### config.mk
export PLATFORM = sky130hd
export DESIGN_NAME = alu_operand_regfile
export DESIGN_NICKNAME = d
export VERILOG_FILES = /design/src/rtl/cpu_pkg.sv /design/src/rtl/status_reg.sv /design/src/rtl/alu_operand_regfile.sv
export SDC_FILE = /design/constraint.sdc
export NUM_CORES = 1
export LEC_CHECK = 0
export ABC_AREA = 1
export ABC_CLOCK_PERIOD_IN_PS = 2400
export CAP_MARGIN = 10
export CORE_MARGIN = 1
export CORE_UTILIZATION = 53
export CTS_BUF_LIST = sky130_fd_sc_hd__clkbuf_16
export DETAILED_ROUTE_END_ITERATION = 10
export GPL_ROUTABILITY_DRIVEN = 1
export GPL_TIMING_DRIVEN = 0
export PLACE_DENSITY = 0.86
export SYNTH_ARGS = -nofsm -noshare
export SYNTH_HDL_FRONTEND = slang
export SYNTH_HIERARCHICAL = 1
export SYNTH_SLANG_ARGS = --single-unit
### constraint.sdc
create_clock -name Clk -period 2.4 [get_ports Clk]
set_input_delay 0.48 -clock Clk [delete_from_list [all_inputs] [get_ports Clk]]
set_output_delay 0.48 -clock Clk [all_outputs]
set_load 0.02 [all_outputs]
### src/rtl/cpu_pkg.sv
// Shared CPU definitions: datapath widths, register-file geometry and the
// status-flag bit positions used by both the ALU and the operand register file.
package cpu_pkg;

    localparam int DATA_W     = 16;
    localparam int REG_ADDR_W = 3;
    localparam int NREGS      = 8;
    localparam int FLAG_W     = 4;

    // Bit positions inside the 4-bit status word {V,C,N,Z}
    localparam int FLAG_V = 3;
    localparam int FLAG_C = 2;
    localparam int FLAG_N = 1;
    localparam int FLAG_Z = 0;

    typedef logic [FLAG_W-1:0] flags_t;

    function automatic flags_t pack_flags(input logic v, input logic c,
                                          input logic n, input logic z);
        flags_t f;
        f         = '0;
        f[FLAG_V] = v;
        f[FLAG_C] = c;
        f[FLAG_N] = n;
        f[FLAG_Z] = z;
        return f;
    endfunction

endpackage

### src/rtl/status_reg.sv
// Enable-loaded status flag register with synchronous active-low reset.
// Output is purely registered; there is no path from D to Q within a cycle.
module status_reg
    import cpu_pkg::*;
(
    input  logic   Clk,
    input  logic   Rst_n,
    input  logic   Load,
    input  flags_t D,
    output flags_t Q
);

    // NOTE: sequential state uses non-blocking assignments so every flop samples
    // its inputs as they were before the edge, independent of statement order.
    always_ff @(posedge Clk) begin
        if (!Rst_n) begin
            Q <= '0;
        end else if (Load) begin
            Q <= D;
        end
    end

endmodule

### src/rtl/alu_operand_regfile.sv
// Register file and status stage around the 16-bit ALU: registered operand
// fetch with write-first bypass, result writeback, and the ALU flag register.
module alu_operand_regfile
    import cpu_pkg::*;
#(
    parameter int DATA_W  = cpu_pkg::DATA_W,
    parameter int NREGS   = cpu_pkg::NREGS,
    parameter bit ZERO_R0 = 1'b1
) (
    input  logic                  Clk,
    input  logic                  Rst_n,
    input  logic                  RdEn,
    input  logic [REG_ADDR_W-1:0] RdAddrA,
    input  logic [REG_ADDR_W-1:0] RdAddrB,
    output logic [DATA_W-1:0]     OpA,
    output logic [DATA_W-1:0]     OpB,
    output logic                  OpValid,
    input  logic                  WrEn,
    input  logic [REG_ADDR_W-1:0] WrAddr,
    input  logic [DATA_W-1:0]     WrData,
    input  logic                  FlagEn,
    input  logic                  V,
    input  logic                  C,
    input  logic                  N,
    input  logic                  Z,
    output logic [FLAG_W-1:0]     Flags
);

    logic [DATA_W-1:0] regs [NREGS];
    logic [DATA_W-1:0] rd_a;
    logic [DATA_W-1:0] rd_b;
    logic              wr_commit;

    // A hardwired-zero R0 never takes a write, so it can never be a bypass source either.
    assign wr_commit = WrEn && !(ZERO_R0 && WrAddr == '0);

    // NOTE: every always_comb output gets a default first so no path can leave it
    // unassigned, which is what would otherwise infer a latch.
    always_comb begin
        rd_a = regs[RdAddrA];
        if (ZERO_R0 && RdAddrA == '0) begin
            rd_a = '0;
        end else if (wr_commit && WrAddr == RdAddrA) begin
            rd_a = WrData;
        end
    end

    always_comb begin
        rd_b = regs[RdAddrB];
        if (ZERO_R0 && RdAddrB == '0) begin
            rd_b = '0;
        end else if (wr_commit && WrAddr == RdAddrB) begin
            rd_b = WrData;
        end
    end

    // NOTE: the register array is reset here because the architecture requires all
    // registers to read 0 after reset; that keeps it in flops rather than a RAM macro.
    always_ff @(posedge Clk) begin
        if (!Rst_n) begin
            for (int i = 0; i < NREGS; i++) begin
                regs[i] <= '0;
            end
            OpA     <= '0;
            OpB     <= '0;
            OpValid <= 1'b0;
        end else begin
            if (wr_commit) begin
                regs[WrAddr] <= WrData;
            end
            OpValid <= RdEn;
            if (RdEn) begin
                OpA <= rd_a;
                OpB <= rd_b;
            end
        end
    end

    // Flags load independently of writeback so compare-style ops can update status alone.
    status_reg u_status_reg (
        .Clk   (Clk),
        .Rst_n (Rst_n),
        .Load  (FlagEn),
        .D     (pack_flags(V, C, N, Z)),
        .Q     (Flags)
    );

endmodule

==> results of run 1 <==
## worst register-to-register path, stage by stage (launching register included)
cell      delay [ns]
edfxtp_1        0.40
nand2_1         0.08
nand3_1         0.10
nand3_1         0.17
nand3_1         0.13
nand3_1         0.15
a21oi_1         0.10
## per-stage QoR
stage | instance area, um^2 | hold slack (ns) | util | setup slack, ns | power (mW)
finish | 10190 | 0.2967 | 0.6603 | 0.07543 | 7.368
global route | 10190 | 0.3010 | 0.6603 | -0.04329 | 7.580
CTS | 10100 | 0.2840 | 0.6547 | -0.04251 | 7.312
detailed placement | 9435 | 0.4544 | 0.6116 | -1.497 | 4.463
global placement | 9435 | 0.4510 | 0.6116 | -1.465 | 4.437
floorplan | 8531 | 0.5437 | - | 0.08394 | 4.046
## how the worst min path moves through the flow
stage,endpoint,cells past startpoint,startpoint
4_1_cts,u_status_reg/Q[1]$_SDFFE_PN0P_,3,FlagEn
3_5_place_dp,OpB[4]$_SDFFE_PN0P_,2,OpB[4]$_SDFFE_PN0P_
5_1_grt,u_status_reg/Q[0]$_SDFFE_PN0P_,3,FlagEn
2_1_floorplan,u_status_reg/Q[0]$_SDFFE_PN0P_,2,u_status_reg/Q[0]$_SDFFE_PN0P_
6_report,u_status_reg/Q[1]$_SDFFE_PN0P_,3,FlagEn
3_3_place_gp,OpB[11]$_SDFFE_PN0P_,2,OpB[11]$_SDFFE_PN0P_
## kinds of logic after synthesis
family,count (synthesis),synth area share
xor+xnor,2,0.003839
flops,165,0.5410
simple gates,741,0.3794
compound gates,35,0.02229
buf+inv,111,0.05300
other cells,1,0.0004425
## sequential cells by signal, summed over array words and instances (netlist names)
signal          flops
OpA                16
OpB                16
OpValid             1
regs              128
u_status_reg/Q      4
## routing by layer
layer,GRT usage,vias to the layer above,part of all wire
li1,-,3761,-
met4,0.1197,0,0.030
met2,0.5348,666,0.46
met3,0.09813,89,0.14
met1,0.4569,3759,0.37
met5,0,-,0
## power groups by stage
stage | logic, mW | registers [mW] | clock network [mW]
after global routing | 1.18 | 3.39 | 3.01
after CTS | 1.05 | 3.37 | 2.89
after global placement | 1.02 | 3.42 | 0
after detailed placement | 1.04 | 3.43 | 0
final | 1.10 | 3.37 | 2.90
after floorplan | 0.586 | 3.46 | 0
## area by class of cell
| type | instances | area [um^2] | area share |
|---|---|---|---|
| buffer | 74 | 330.3 | 0.03243 |
| inverter | 36 | 135.1 | 0.01327 |
| tap | 211 | 264.0 | 0.02592 |
| clock buffer | 17 | 425.4 | 0.04176 |
| timing repair buffer | 66 | 660.6 | 0.06486 |
| multi-input combinational | 794 | 3591 | 0.3525 |
| clock inverter | 15 | 195.2 | 0.01916 |
| sequential | 165 | 4584 | 0.4501 |
## cells in the final DEF, fill, tap and decap left out
cell type / Yosys / layout
nand2_1: 318 / 311
nand3_1: 260 / 257
edfxtp_1: 128 / 128
nor2_1: 123 / 123
clkdlybuf4s50_1: 0 / 63
dfxtp_1: 37 / 37
clkbuf_1: 46 / 36
nand4_1: 32 / 32
a21oi_1: 32 / 32
clkinv_1: 20 / 20
clkbuf_16: 0 / 17
clkbuf_2: 0 / 16
conb_1: 1 / 16
buf_2: 14 / 14
inv_1: 11 / 11
inv_2: 5 / 5
buf_1: 12 / 5
nand3_2: 1 / 4
nand2_4: 0 / 4
nand2_2: 4 / 4
clkinvlp_4: 0 / 4
nand2_8: 0 / 3
buf_4: 2 / 3
clkinv_4: 0 / 3
bufinv_16: 0 / 3
inv_6: 0 / 3
nor2_2: 2 / 2
xnor2_2: 2 / 2
a31oi_1: 2 / 2
inv_8: 0 / 2
a21oi_4: 1 / 1
nor2_4: 1 / 1
clkbuf_4: 0 / 1
buf_8: 0 / 1
buf_6: 1 / 1
## timing repair
item,CTS,global route
pin swaps,0,1
resized for setup,19,32
setup buffers,0,1
hold buffers,0,0
gates cloned,0,0
endpoints found under the setup margin,249,142
endpoints found under the hold margin,0,0
==> results.json, run 1 <==
{
  "drv_slew": 0,
  "path_cells": "clkdlybuf4s50_1 > inv_1 > clkbuf_1 > clkbuf_2 > nand2_1 > nand3_1 > nand3_1 > nand3_1 > nand3_1 > a21oi_1",
  "dieWidth_um": 128.5,
  "rows": 45,
  "dp.cells": 1345,
  "p_sw_frac": 0.2818,
  "fillers": 1333,
  "cp_max_fo": 10,
  "initial_core_util": 0.5493,
  "cts.reportedPaths.clkPinSlew_ns": 0.07,
  "synth_area_leaders": "edfxtp_1 45%, nand3_1 15%, nand2_1 14%",
  "core_area_um2": 15430,
  "maxSlewHeadroom": 0.4972,
  "period_needed_ns": 2.325,
  "yosysMostFrequentCell": "nand2_1",
  "root_buffer": "clkbuf_16",
  "pwr-share-clk": 0.393,
  "synth_edf_count": 128,
  "grt_max_degree": 26,
  "grt_pass1_wl_um": 41480,
  "finalHoldViolations": 0,
  "worst_path_most_repeated_cell": "nand3_1",
  "post-route-drc-count": 0,
  "yosysTopAreaCell": "edfxtp_1",
  "final-setup-viol-count": 0,
  "r2r-end": "OpA[5]$_SDFFE_PN0P_",
  "ant_nets": 0,
  "cts_buffers": 17,
  "gp_congestion": 0.9811,
  "crit_end": "OpA[5]$_SDFFE_PN0P_",
  "reg2regPathDepth": 6,
  "via_per_inst": 6.005,
  "fin_skew_ns": 0.01161,
  "fmax_mhz": 430.2,
  "status": "completed",
  "cp_data_arrival_time_ns": 2.69,
  "crit_type": "input port to register",
  "leakage_nw": 4.026,
  "rsz0062_at_grt": "yes",
  "worst-path-buf-inv": 4,
  "synth_top_area_frac": 0.4536,
  "crit_path_top_delay_cell": "clkbuf_1",
  "p_seq_frac": 0.457,
  "die_y_um": 128.5,
  "cp_top_family": "buffers and inverters",
  "drt_iter0_drc": 1398,
  "synthArstFlopShare": 0,
  "worst_skew_pair.late_latency_ns": 0.45,
  "setup_tns_ns": 0,
  "p_sw_mw": 2.076,
  "wl_um": 27010,
  "synthFlopType": "edfxtp_1",
  "cp.depth": 10,
  "syn_area_um2": 8474,
  "r2r-start": "regs[5][5]$_SDFFCE_PN0P_",
  "synth_common_cells": "318 x nand2_1, 260 x nand3_1, 128 x edfxtp_1",
  "crit_required_ns": 2.76,
  "synth_seq_area_share": 0.5410,
  "synth-seq-cells": 165,
  "r2r_slack_ns": 1.15,
  "portBuffers": 64,
  "grt_pass1_vias": 7706,
  "drv_cap": 0,
  "hpwl_um": 19270,
  "routedWlPerCell_um": 19.60,
  "track_usage": 0.3420,
  "syn2layout_area_growth_pct": 20.20,
  "startpoint": "RdAddrA[0]",
  "io_pins": 71,
  "num_vias": 8275,
  "antenna_found_initial": 0,
  "synth.avg_cell_area_um2": 8.033,
  "fin_nets": 1188,
  "critical_path.max_stage_delay_ns": 0.47,
  "cts_max_level": 4,
  "firstDrtPassIters": 6,
  "power.density_nw_per_um2": 723.4,
  "min_period_over_period": 0.9686,
  "ys_types": 23,
  "ctsLongestPathBuffers": 2,
  "overflow": 0,
  "internal_power_mw": 5.292,
  "cp-start-kind": "input port",
  "hold_path_class": "input port to register",
  "die_area_um2": 16500,
  "drive_above_1_share": 0.08055,
  "synthCells": 1055,
  "tightest_slew_ns": 0.7508,
  "stdcell_count": 1378,
  "cp-end-kind": "register",
  "yosysWarnings": 6,
  "clock_sinks": 165,
  "pwr-share-comb": 0.150,
  "irDropWorstVdd_uv": 584.7,
  "diodes": 0,
  "cts_tree": "yes"
}
(Power assumes the default switching activity.)
==> run 2: changes to the inputs <==
--- a/config.mk
+++ b/config.mk
@@ -9,12 +9,12 @@
 export ABC_CLOCK_PERIOD_IN_PS = 2400
 export CAP_MARGIN = 10
 export CORE_MARGIN = 1
-export CORE_UTILIZATION = 53
-export CTS_BUF_LIST = sky130_fd_sc_hd__clkbuf_16
+export CORE_UTILIZATION = 55
+export CTS_BUF_LIST = sky130_fd_sc_hd__clkbuf_8
 export DETAILED_ROUTE_END_ITERATION = 10
 export GPL_ROUTABILITY_DRIVEN = 1
 export GPL_TIMING_DRIVEN = 0
-export PLACE_DENSITY = 0.86
+export PLACE_DENSITY = 0.88
 export SYNTH_ARGS = -nofsm -noshare
 export SYNTH_HDL_FRONTEND = slang
 export SYNTH_HIERARCHICAL = 1
==> constraint.sdc (replaced) <==
create_clock -name Clk -period 2.4 [get_ports Clk]
set_input_delay 0.48 -clock Clk [delete_from_list [all_inputs] [get_ports Clk]]
set_output_delay 0.48 -clock Clk [all_outputs]
set_load 0.05 [all_outputs]
==> results.json, run 2 (same netlist as run 1, synthesis figures left out) <==
{
  "syn2layout_area_growth_pct": 17.92,
  "dp_slack_ns": -1.492,
  "worst_skew_pair.late_latency_ns": 0.48,
  "grt_pass1_vias": 7544,
  "worst-path-buf-inv": 3,
  "postCtsHoldBufs": 0,
  "drive_above_1_share": 0.07100,
  "irDropWorstVdd_uv": 490.9,
  "cts.reportedPaths.clkPinSlew_ns": 0.08,
  "cp-start-kind": "input port",
  "hold_path_class": "input port to register",
  "fin_skew_ns": 0.01599,
  "crit_path_top_delay_cell": "buf_1",
  "ant_nets": 0,
  "grt_pass1_wl_um": 39800,
  "fin_area_um2": 9993,
  "root_buffer": "clkbuf_8",
  "drv_slew": 0,
  "worst_path_most_repeated_cell": "nand3_1",
  "grt_max_degree": 26,
  "total_power_mw": 6.813,
  "met2_length_um": 12290,
  "routedWlPerCell_um": 19.02,
  "diodes": 0,
  "track_usage": 0.3316,
  "failed_checks": "design-rule violations",
  "fin_nets": 1190,
  "drt_iter0_drc": 1402,
  "post-route-drc-count": 2,
  "hpwl_um": 18640,
  "gp_congestion": 0.9781,
  "finalHoldViolations": 0,
  "rows": 45,
  "leakage_nw": 3.940,
  "status": "complete, but fails checks",
  "core_area_um2": 15150,
  "overflow": 0,
  "drv_cap": 0,
  "layout_commonest_cell": "nand2_1",
  "wl_met1_um": 9853,
  "power.density_nw_per_um2": 681.7,
  "final-setup-viol-count": 0,
  "cp_data_arrival_time_ns": 2.77,
  "fmax_mhz": 422.9,
  "cts_max_level": 4,
  "io_pins": 71,
  "die_area_um2": 15910,
  "path_cells": "clkdlybuf4s50_1 > clkbuf_1 > buf_1 > nand2_1 > nand3_1 > nand3_1 > nand3_1 > nand3_1 > a21oi_1",
  "wl_um": 25810,
  "cp_max_fo": 10,
  "wl_met3_um": 3103,
  "clock_sinks": 165,
  "die_y_um": 126.1,
  "cts_tree": "yes",
  "dieWidth_um": 126.1,
  "min_period_over_period": 0.9853,
  "fin_ws_ns": 0.03523,
  "portBuffers": 64,
  "reg_top3": "regs (128), OpA (16), OpB (16)",
  "crit_required_ns": 2.81,
  "initial_core_util": 0.5595,
  "firstDrtPassIters": 11,
  "largest_reg_flops": 128,
  "layout_common_cells": "311 x nand2_1, 258 x nand3_1, 128 x edfxtp_1",
  "critical_path.max_stage_delay_ns": 0.59,
  "ctsLongestPathBuffers": 2,
  "place_area_um2": 9407,
  "period_needed_ns": 2.365,
  "tightest_slew_ns": 0.6878,
  "num_vias": 8199,
  "cp-end-kind": "register",
  "crit_type": "input port to register",
  "via_per_inst": 6.042,
  "cp_top_family": "buffers and inverters",
  "top_register": "regs",
  "cts_buffers": 17,
  "antenna_found_initial": 0,
  "maxSlewHeadroom": 0.5415,
  "top_layer_used": "met4",
  "setup_tns_ns": 0
}
-- run 2: cell count changes in the layout (fill, tap and decap cells not counted), moves of 2 or more --
cell	delta
clkbuf_16	-17
clkbuf_8	+17
clkbuf_2	-10
clkbuf_1	+6
buf_1	+4
clkinv_4	-3
inv_6	+2
inv_8	-2
-- run 2: per-stage QoR --
step                utilization  hold slack, ns  std cells
global route             0.6598          0.3023       1357
detailed placement       0.6211          0.4542       1322
CTS                      0.6556          0.2553       1354
finish                   0.6598          0.2552       1357
global placement         0.6211          0.4516       1322
floorplan                     -          0.5735       1070
-- run 2: worst reg2reg max path: cells and delay by family (launching register included) --
kind / cells / cell delay [ns]
AOI/OAI and AO/OA: 1 / 0.09
DFF: 1 / 0.41
and+or+nand+nor: 5 / 0.63
-- run 2: layout make-up --
type / count / area [um^2]
Buffer: 75 / 337.8
Clock buffer: 17 / 234.0
Clock inverter: 15 / 201.4
Fill cell: 1216 / 5152
Inverter: 36 / 136.4
Multi-Input combinational cell: 794 / 3591
Sequential cell: 165 / 4584
Tap cell: 188 / 235.2
Timing Repair Buffer: 67 / 673.1
-- run 2: metal layers --
| metal | track usage | vias to the layer above |
|---|---|---|
| met2 | 0.5431 | 576 |
| met4 | 0.1269 | 0 |
| li1 | - | 3765 |
| met5 | 0 | - |
| met3 | 0.07816 | 80 |
| met1 | 0.4280 | 3778 |
-- run 2: final timing paths --
check | startpoint | endpoint | slack (ns) | cells after the start
min reg2reg | OpB[9]$_SDFFE_PN0P_ | OpB[9]$_SDFFE_PN0P_ | 0.46 | 2
min | FlagEn | u_status_reg/Q[1]$_SDFFE_PN0P_ | 0.26 | 3
max reg2reg | regs[7][3]$_SDFFCE_PN0P_ | OpB[3]$_SDFFE_PN0P_ | 1.13 | 6
max | RdAddrA[0] | OpA[14]$_SDFFE_PN0P_ | 0.04 | 9
-- run 2: power breakdown --
group | switching, mW | internal, mW
logic | 0.833 | 0.362
clock network | 1.11 | 1.14
registers | 0.104 | 3.27
-- run 2: what timing repair did --
item,CTS,global route
setup endpoints to repair,218,131
pin swaps,0,1
hold endpoints to repair,0,0
gates resized for setup,22,14
setup buffers,0,2
cloned,0,0
